===== config.mk =====
export PLATFORM = sky130hd
export DESIGN_NAME = button_conditioner
export DESIGN_NICKNAME = d
export VERILOG_FILES = /design/src/rtl/button_conditioner.sv
export SDC_FILE = /design/constraint.sdc
export NUM_CORES = 1
export LEC_CHECK = 0
export CAP_MARGIN = 20
export CORE_AREA = 2 2 39 41
export DETAILED_ROUTE_END_ITERATION = 16
export DIE_AREA = 0 0 41 43
export GPL_ROUTABILITY_DRIVEN = 0
export PLACE_DENSITY = 0.41
export SLEW_MARGIN = 25
export SYNTH_ARGS = -nofsm -noshare
export SYNTH_HDL_FRONTEND = slang
export SYNTH_SLANG_ARGS = --single-unit

===== constraint.sdc =====
create_clock -name clk -period 0.8 [get_ports clk]
set_input_delay 0.16 -clock clk [delete_from_list [all_inputs] [get_ports clk]]
set_output_delay 0.16 -clock clk [all_outputs]
set_load 0.02 [all_outputs]

===== src/rtl/button_conditioner.sv =====
`default_nettype none
// ============================================================================
// Module   : button_conditioner
// Brief    : Two independent pushbutton channels (start, user), each with a
//            2-flop synchronizer, debounced level and one-cycle press pulse.
//            Define BUTTON_CONDITIONER_DEBOUNCE_EN to compile in the debounce
//            counters; otherwise the level follows the synchronizer directly.
// Revision : 1.0 - initial release
// ============================================================================
module button_conditioner #(
    parameter int DEBOUNCE_CYCLES = 500
) (
    input  logic clk,
    input  logic rst,
    input  logic btn_start_raw,
    input  logic btn_user_raw,
    output logic start_trigger,
    output logic user_trigger,
    output logic start_level,
    output logic user_level
);

    localparam int c_NUM_CH = 2;

    logic [c_NUM_CH-1:0] w_raw;
    logic [c_NUM_CH-1:0] w_level;
    logic [c_NUM_CH-1:0] w_trig;

    assign w_raw = {btn_user_raw, btn_start_raw};

    // The counter is 16 bits wide, so the threshold must fit without wrapping.
    if (DEBOUNCE_CYCLES < 1 || DEBOUNCE_CYCLES > 65535) begin : g_bad_debounce_cycles
        $error("button_conditioner: DEBOUNCE_CYCLES must lie within 1..65535");
    end

    for (genvar g = 0; g < c_NUM_CH; g++) begin : g_channel
        logic r_s1_q;
        logic r_s2_q;
        logic r_level_q;
        logic r_trig_q;
        logic w_s1_d;
        logic w_s2_d;
        logic w_level_d;
        logic w_trig_d;
`ifdef BUTTON_CONDITIONER_DEBOUNCE_EN
        localparam logic [15:0] c_CNT_LAST = 16'(DEBOUNCE_CYCLES - 1);
        logic [15:0] r_cnt_q;
        logic [15:0] w_cnt_d;
`endif

        always_comb begin
            w_s1_d = w_raw[g];
            w_s2_d = r_s1_q;
`ifdef BUTTON_CONDITIONER_DEBOUNCE_EN
            // Any sample matching the current level discards the partial count.
            w_cnt_d   = '0;
            w_level_d = r_level_q;
            if (r_s2_q != r_level_q) begin
                if (r_cnt_q == c_CNT_LAST) begin
                    w_level_d = r_s2_q;
                end else begin
                    w_cnt_d = r_cnt_q + 16'd1;
                end
            end
`else
            w_level_d = r_s2_q;
`endif
            w_trig_d = w_level_d & ~r_level_q;
        end

        always_ff @(posedge clk) begin
            if (rst) begin
                r_s1_q    <= 1'b0;
                r_s2_q    <= 1'b0;
                r_level_q <= 1'b0;
                r_trig_q  <= 1'b0;
`ifdef BUTTON_CONDITIONER_DEBOUNCE_EN
                r_cnt_q   <= '0;
`endif
            end else begin
                r_s1_q    <= w_s1_d;
                r_s2_q    <= w_s2_d;
                r_level_q <= w_level_d;
                r_trig_q  <= w_trig_d;
`ifdef BUTTON_CONDITIONER_DEBOUNCE_EN
                r_cnt_q   <= w_cnt_d;
`endif
            end
        end

        assign w_level[g] = r_level_q;
        assign w_trig[g]  = r_trig_q;
    end

    assign start_level   = w_level[0];
    assign start_trigger = w_trig[0];
    assign user_level    = w_level[1];
    assign user_trigger  = w_trig[1];

endmodule
`default_nettype wire


==> results of run 1 <==
## path summary, 6_finish.rpt
kind | to | slack (ns) | cells after the start
setup / recovery | user_level | -0.05 | 1
hold / removal | user_trigger$_SDFF_PP0_ | 0.29 | 2
setup reg to reg | start_trigger$_SDFF_PP0_ | 0.13 | 2
hold reg to reg | g_channel[0].r_s2_q$_SDFF_PP0_ | 0.45 | 1
## cells in the final DEF (no fill, tap or decap)
cell type                         count
sky130_fd_sc_hd__clkdlybuf4s50_1      2
sky130_fd_sc_hd__nor3b_2              2
sky130_fd_sc_hd__dfxtp_2              4
sky130_fd_sc_hd__dlymetal6s2s_1       1
sky130_fd_sc_hd__dfxtp_1              4
sky130_fd_sc_hd__clkbuf_4             3
sky130_fd_sc_hd__buf_4                2
sky130_fd_sc_hd__nor2b_1              6
sky130_fd_sc_hd__buf_6                4
## metrics by stage
| step | power [mW] | hold slack (ns) | cells | setup TNS (ns) |
|---|---|---|---|---|
| global route | 0.826 | 0.298 | 44 | -0.316 |
| detailed placement | 0.480 | 0.441 | 41 | -2.75 |
| floorplan | 0.444 | 0.230 | 16 | 0 |
| global placement | 0.478 | 0.424 | 41 | -2.65 |
| finish | 0.767 | 0.286 | 44 | -0.161 |
| CTS | 0.788 | 0.452 | 44 | -0.222 |
## registers in the layout, summed over array words and instances (netlist names)
signal	flops
g_channel.r_s2_q	2
start_level	1
start_trigger	1
user_trigger	1
g_channel.r_s1_q	2
user_level	1
## power by group
| group | leakage [nW] | switching (mW) | internal [mW] |
|---|---|---|---|
| combinational | 0.0770 | 0.0195 | 0.0337 |
| sequential | 0.0675 | 0.00569 | 0.415 |
| clock | 0.0138 | 0.122 | 0.171 |
## cell families after synthesis
| kind of cell | after synthesis |
|---|---|
| flops | 8 |
| simple gates | 8 |
## repair_timing
item                                   4_1_cts  5_1_grt
gates resized for setup                     28        1
setup endpoints to repair                    4        5
endpoints found under the hold margin        0        0
## final cells by class
| class | instances | area, sq um | area share (%) |
|---|---|---|---|
| Tap cell | 16 | 20.0 | 5.52 |
| Timing Repair Buffer | 9 | 92.6 | 25.5 |
| Multi-Input combinational cell | 8 | 62.6 | 17.2 |
| Sequential cell | 8 | 165 | 45.5 |
| Clock buffer | 3 | 22.5 | 6.21 |
## per-layer routing
metal  track usage (%)  up-vias
met2              8.44        4
met4              12.0        0
met1              3.92       71
met5                 0        -
li1                  -       75
met3              4.71        2
==> summary by stage, run 1 <==
Clock tree
The clock buffer count from CTS is 3. Clock tree synthesis found a total of 8 sinks. The maximum buffer depth of the clock tree is 2.

The clock reaches the later pin of the worst-skew pair after 0.24 ns. Hold repair after CTS inserted 0 buffers. After clock tree synthesis, the setup repair step added 0 buffers. TritonCTS built the clock tree. The register clock-pin slew on the reported worst setup and hold paths is 0.05 ns. The clock root buffer is sky130_fd_sc_hd__clkbuf_4.

CTS built an H-tree with a depth of 1.

Timing
At the pin with the least slew margin, the transition time is 0.309 ns. The worst pin sits at a relative slew slack of 79.4%. The part of the cycle the worst path needs is 106%.

Timing would allow up to 1180 MHz. The number of hold-slack violations in the final timing report was 0. The final count of negative-setup-slack endpoints is 4. Counting I/O delays and the setup requirement, the final critical path takes roughly 0.85 ns. The final worst slack is -0.0493 ns. Across the routed clock network, the largest skew measured is 0.000219 ns.

The count of pins over their slew limit is 0. Setup repair after global routing could not meet its margin everywhere.

Worst setup path
Data on the critical path arrives at its endpoint at between 0.6 and 0.7 ns. At the worst endpoint, the required time is 0.64 ns. The worst setup path is of the reg2out kind. The beginning of the worst register-to-register path is start_level$_SDFF_PP0_.

Traced cell by cell, the critical path runs through buf_6. The nature of the critical path startpoint is a register. Together, buffers and inverters on the worst path number 1. In this design, the largest share of critical-path delay is due to flip-flops. The worst stage delay on the critical path is 0.33 ns.

In this run the worst path has a maximum fanout of 2. The critical path capture point type is an output port. The largest individual stage delay along the critical path comes from the cell sky130_fd_sc_hd__dfxtp_2. The launch point of the worst path is user_level$_SDFF_PP0_.

Global routing
The first-pass GRT wire length is 627 um. The initial antenna violation count is 0. The total congestion overflow is 0. The number of global-route vias before repair was 155. Entering global routing, the biggest net connects 9 pins. For this run, the total global-route usage over all layers was measured as 6.66%.

Detailed routing
After detailed routing, the number of remaining DRC violations is 0. The detail-routed via count per cell is between 3 and 4. The detailed router put a total of 97 um of wire on met1. The wire length on met2 is around 240 um. The number of search-and-repair iterations in the first detailed-routing pass is 1.

The first-iteration detailed-routing DRC count is 0. The routed wire length is 368 um. The number of vias in the routed layout is 152. The number of nets with antenna violations after detailed routing is 0. The highest metal layer with signal wires is met4.

Detailed routing placed a total of around 15 um of wire on met3. In the final routed layout, each cell accounts on average for 8.36 um.

Power
Power spread over the standard cell area amounts to 2110 nW/um^2. VDD sags by at most 0.447 mV. The static leakage power is 0.158 nW.

Synthesis
In the post-synthesis netlist, the biggest area contributors are sky130_fd_sc_hd__dfxtp_1 (72%), sky130_fd_sc_hd__nor2b_1 (17%), sky130_fd_sc_hd__nor3b_2 (11%). The multiplexer fraction of the synthesized cell area is 0%. After synthesis, flip-flops and latches occupy 71.9% of the total area. The Yosys step of the flow raised 0 warnings. Among all flip-flop cells after synthesis, the most frequent one is sky130_fd_sc_hd__dfxtp_1.

The synthesized design contains 0 enable-type register cells. Of the total synthesized cell area, the portion taken by AND, OR, NAND and NOR gates is 28.1%. After synthesis the cells add up to 223 sq um. Counting flops and latches in the post-synthesis netlist gives 8.

After synthesis, the largest family of logic cells by area is simple AND/OR/NAND/NOR gates. Of all flip-flops after synthesis, the portion carrying an async set or reset was 0%. Of the total synthesized cell area, the portion taken by XOR and XNOR cells is 0%. The portion of synthesized cell area occupied by the leading cell type is 71.9%.

Summing the areas of all compound-gate instances in the mapped netlist gives 0% of the synthesized area. The synthesized netlist devotes 0% of its cell area to adder and majority cells. The cell count after synthesis came out at 16.

In the post-synthesis netlist, the cell with the most instances is sky130_fd_sc_hd__dfxtp_1. The most area-hungry cell type in the Yosys netlist is sky130_fd_sc_hd__dfxtp_1. The number of different library cells used by synthesis comes to 3.

In the synthesized netlist, the cells that appear most often are sky130_fd_sc_hd__dfxtp_1 (8), sky130_fd_sc_hd__nor2b_1 (6), sky130_fd_sc_hd__nor3b_2 (2). The total nets after synthesis is 20. The average cell area after synthesis is approximately 14 sq um.

Outcome
The checks that failed: setup timing. The run finished, with violations left.

Die
The effective utilization at floorplan is between 15 and 20%. The die is 43 um tall. The number of rows created at floorplan is 14. The die area is about 1800 sq um.

In this run the horizontal extent of the chip is 41 um. The count of pins on the block boundary is 8. The core region is about 1400 sq um.

Placed design
OpenSTA, run right after detailed placement, puts the worst setup slack at -0.274 ns. The port buffer count is 7. The post-placement cell area is between 300 and 400 sq um.

Cells and area
The final cell utilization of the core is a little over a quarter. After filler insertion, the fill cell instance count of the layout stands at between 150 and 200. The share of layout cells above drive strength 1 is a little over half. The finished layout cell area is 363 sq um. At the end of the flow, the number of nets in the layout was 34. The repair_antennas step left the layout with diodes totalling 0. Compared with the post-synthesis result, the final layout area differs by 62.9%.

Run
The max-capacitance violation count is 0.

Min path
The tightest min-delay check is of the in2reg type. The worst hold path begins at rst.
Power figures use the tool's default switching activity.
==> run 2, diff against run 1 <==
CTS_BUF_LIST = sky130_fd_sc_hd__clkbuf_8   (was default)
==> run 2 against run 1 <==
  * Cell area increased by 6.2%
  * Non-clock buffer count increased by 1
  * Clock skew about the same
  * Cell count increased by 2.3%
  * The flow still finishes with violations (setup timing)
==> summary by stage, run 2 (synthesis results as in run 1) <==
Outcome
The flow ran to the end, but the final reports show violations. The checks that failed: setup timing.

Cells and area
The repair_antennas step left the layout with diodes totalling 0. The library cells used most frequently in the layout, excluding fill and tap cells, are sky130_fd_sc_hd__nor2b_1 (6), sky130_fd_sc_hd__dfxtp_1 (4), sky130_fd_sc_hd__buf_6 (4), sky130_fd_sc_hd__dfxtp_2 (4). After the last flow step, the layout net total stands at 35. In the final layout, the share of cells above drive strength 1 is a little under three fifths. From synthesis to final layout, the design area changed by 73.0%. The count of filler cells inserted in the layout is ~160.

The largest registers in the layout are g_channel.r_s1_q: 2 flops, g_channel.r_s2_q: 2 flops. The finished layout cell area is 385 sq um. The library cell used most frequently in the layout, excluding fill and tap cells, is sky130_fd_sc_hd__nor2b_1. Once layout is complete, the cells apart from fillers number 45.

Worst setup path
The data required time at the worst endpoint is 0.64 ns. For this design, the slowest cell found on the critical path is sky130_fd_sc_hd__dfxtp_2. The worst path buffer plus inverter count is 1. The worst setup path is launched from a register. The critical path capture point type is an output port. The data arrival at the endpoint of the critical path is between 0.6 and 0.7 ns. The worst stage delay on the critical path is 0.31 ns.

The worst-path maximum fanout is 2. The critical path is of the reg2out type. The critical path goes through buf_6. In this design, the largest share of critical-path delay is due to flip-flops.

Clock tree
The H-tree depth is 1. Counting along the longest clock path gives a buffer depth of 2. The TritonCTS clock tree is done. Clock tree synthesis found a total of 8 sinks.

For this design, the CTS-stage hold fixing added 0 buffers. The clock root buffer is sky130_fd_sc_hd__clkbuf_8. For the worst-skew pair, the clock arrives at the later sink with an insertion delay of ~0.22 ns. The number of clock buffers added by TritonCTS is 3. The register clock-pin slew on the reported worst setup and hold paths is 0.04 ns.

Timing
Headroom to the max-slew limit came out at 80.3%. The slew at the pin closest to its max-slew limit is 0.296 ns. The timing-limited maximum frequency is 1220 MHz. The minimum clock period is 0.821 ns. Setup slack on the critical path of the routed design comes to -0.0208 ns. Setup repair after global routing could not meet its margin everywhere. The count of pins over their slew limit is 0.

The part of the cycle the worst path needs is 103%. Setup violations remaining at the end of the flow were counted as 4. The number of hold-slack violations in the final timing report came to 0. For the final database, setup skew stands at 0.000152 ns.

Power
The power after layout is 945 uW. In this run the power density over the cells is ~2500 nW/um^2. Summed over all cells, the static leakage comes to 0.164 nW. The worst ir drop on vdd is 0.626 mV.

Die
The effective utilization at floorplan is 16.1%. Measured along the x axis, the die boundary spans 41 um. In this run the count of I/O pins placed on the die edge is 8. In this run the vertical extent of the chip is 43 um. The floorplan step defined a die boundary enclosing 1760 sq um. The core footprint is 1380 sq um. The floorplan has 14 rows.

Global routing
The number of global-route vias before repair is 160. Global routing finished with a remaining overflow of 0. The first-pass GRT wire length is 600 um.

The initial antenna violation count is 0. Entering global routing, the biggest net connects 9 pins. The global-route usage over all layers is about 6.3%.

Run
Max-cap violations in this run came to 0.

Min path
The path class of the lowest-slack min-delay path is in2reg.

Placed design
Including well taps, the total number of placed cells is 41. The placed instances occupy a cell area of 328 sq um. The port buffer count is 7.

Detailed routing
The detailed router finished its first iteration with 0 violations. In the final routed layout, each cell accounts on average for 8.60 um. The detailed router placed 153 vias in this run. In this run the remaining antenna-violating nets after routing total 0. For this block, the routed nets add up to 387 um of wire.

The detailed-route DRC error count is 0. Dividing the detail-routed via count by the number of cells gives between 3 and 4. For this run, the detailed router's first-pass iteration total came to 1.
==> run 2: cell types whose count changed in the layout (fill, tap and decap cells not counted), sizes merged <==
cell,change
buf,+1
dlygate4sd2,+1
dlymetal6s2s,-1
==> run 2: timing repair <==
action                     in CTS  in global routing
setup endpoints to repair       5                  4
buffers inserted                1                  0
resized for setup              29                  0
pin swaps                       0                  0
==> run 2: area by class of cell <==
cell class / instances / area [sq um] / area share (%)
Tap cell: 16 / 20.0 / 5.19
Clock buffer: 3 / 41.3 / 10.7
Sequential cell: 8 / 165 / 42.9
Multi-Input combinational cell: 8 / 62.6 / 16.2
Timing Repair Buffer: 10 / 96.3 / 25.0
==> run 2: worst paths after layout <==
kind	from	end	slack (ns)	depth (start not counted)
setup / recovery	user_level$_SDFF_PP0_	user_level	-0.02	1
hold reg to reg	g_channel[0].r_s1_q$_SDFF_PP0_	g_channel[0].r_s2_q$_SDFF_PP0_	0.44	1
setup reg to reg	user_level$_SDFF_PP0_	user_trigger$_SDFF_PP0_	0.01	3
hold / removal	rst	user_trigger$_SDFF_PP0_	0.42	2
==> run 2: report_power, final <==
part / total (mW) / switching, mW / internal (mW)
registers: 0.422 / 0.00564 / 0.417
logic: 0.0539 / 0.0200 / 0.0339
clock network: 0.469 / 0.144 / 0.325
total: 0.945 / 0.170 / 0.775
==> run 2: metal layers <==
metal / share of wire (%) / vias to the layer above / global-route usage [%]
met5: 0 / - / 0
met4: 3.6 / 0 / 12.0
met3: 3.6 / 2 / 3.14
met2: 64 / 4 / 8.13
met1: 28 / 71 / 3.91
li1: - / 76 / -
==> run 2: through the flow <==
| step | TNS (ns) | setup slack [ns] | utilization (%) | hold slack [ns] |
|---|---|---|---|---|
| floorplan | 0 | 0.178 | - | 0.230 |
| global placement | -2.65 | -0.267 | 23.7 | 0.424 |
| detailed placement | -2.75 | -0.274 | 23.7 | 0.441 |
| CTS | -0.0930 | -0.0287 | 27.8 | 0.416 |
| global route | -0.131 | -0.0403 | 27.8 | 0.451 |
| finish | -0.0590 | -0.0208 | 27.8 | 0.423 |
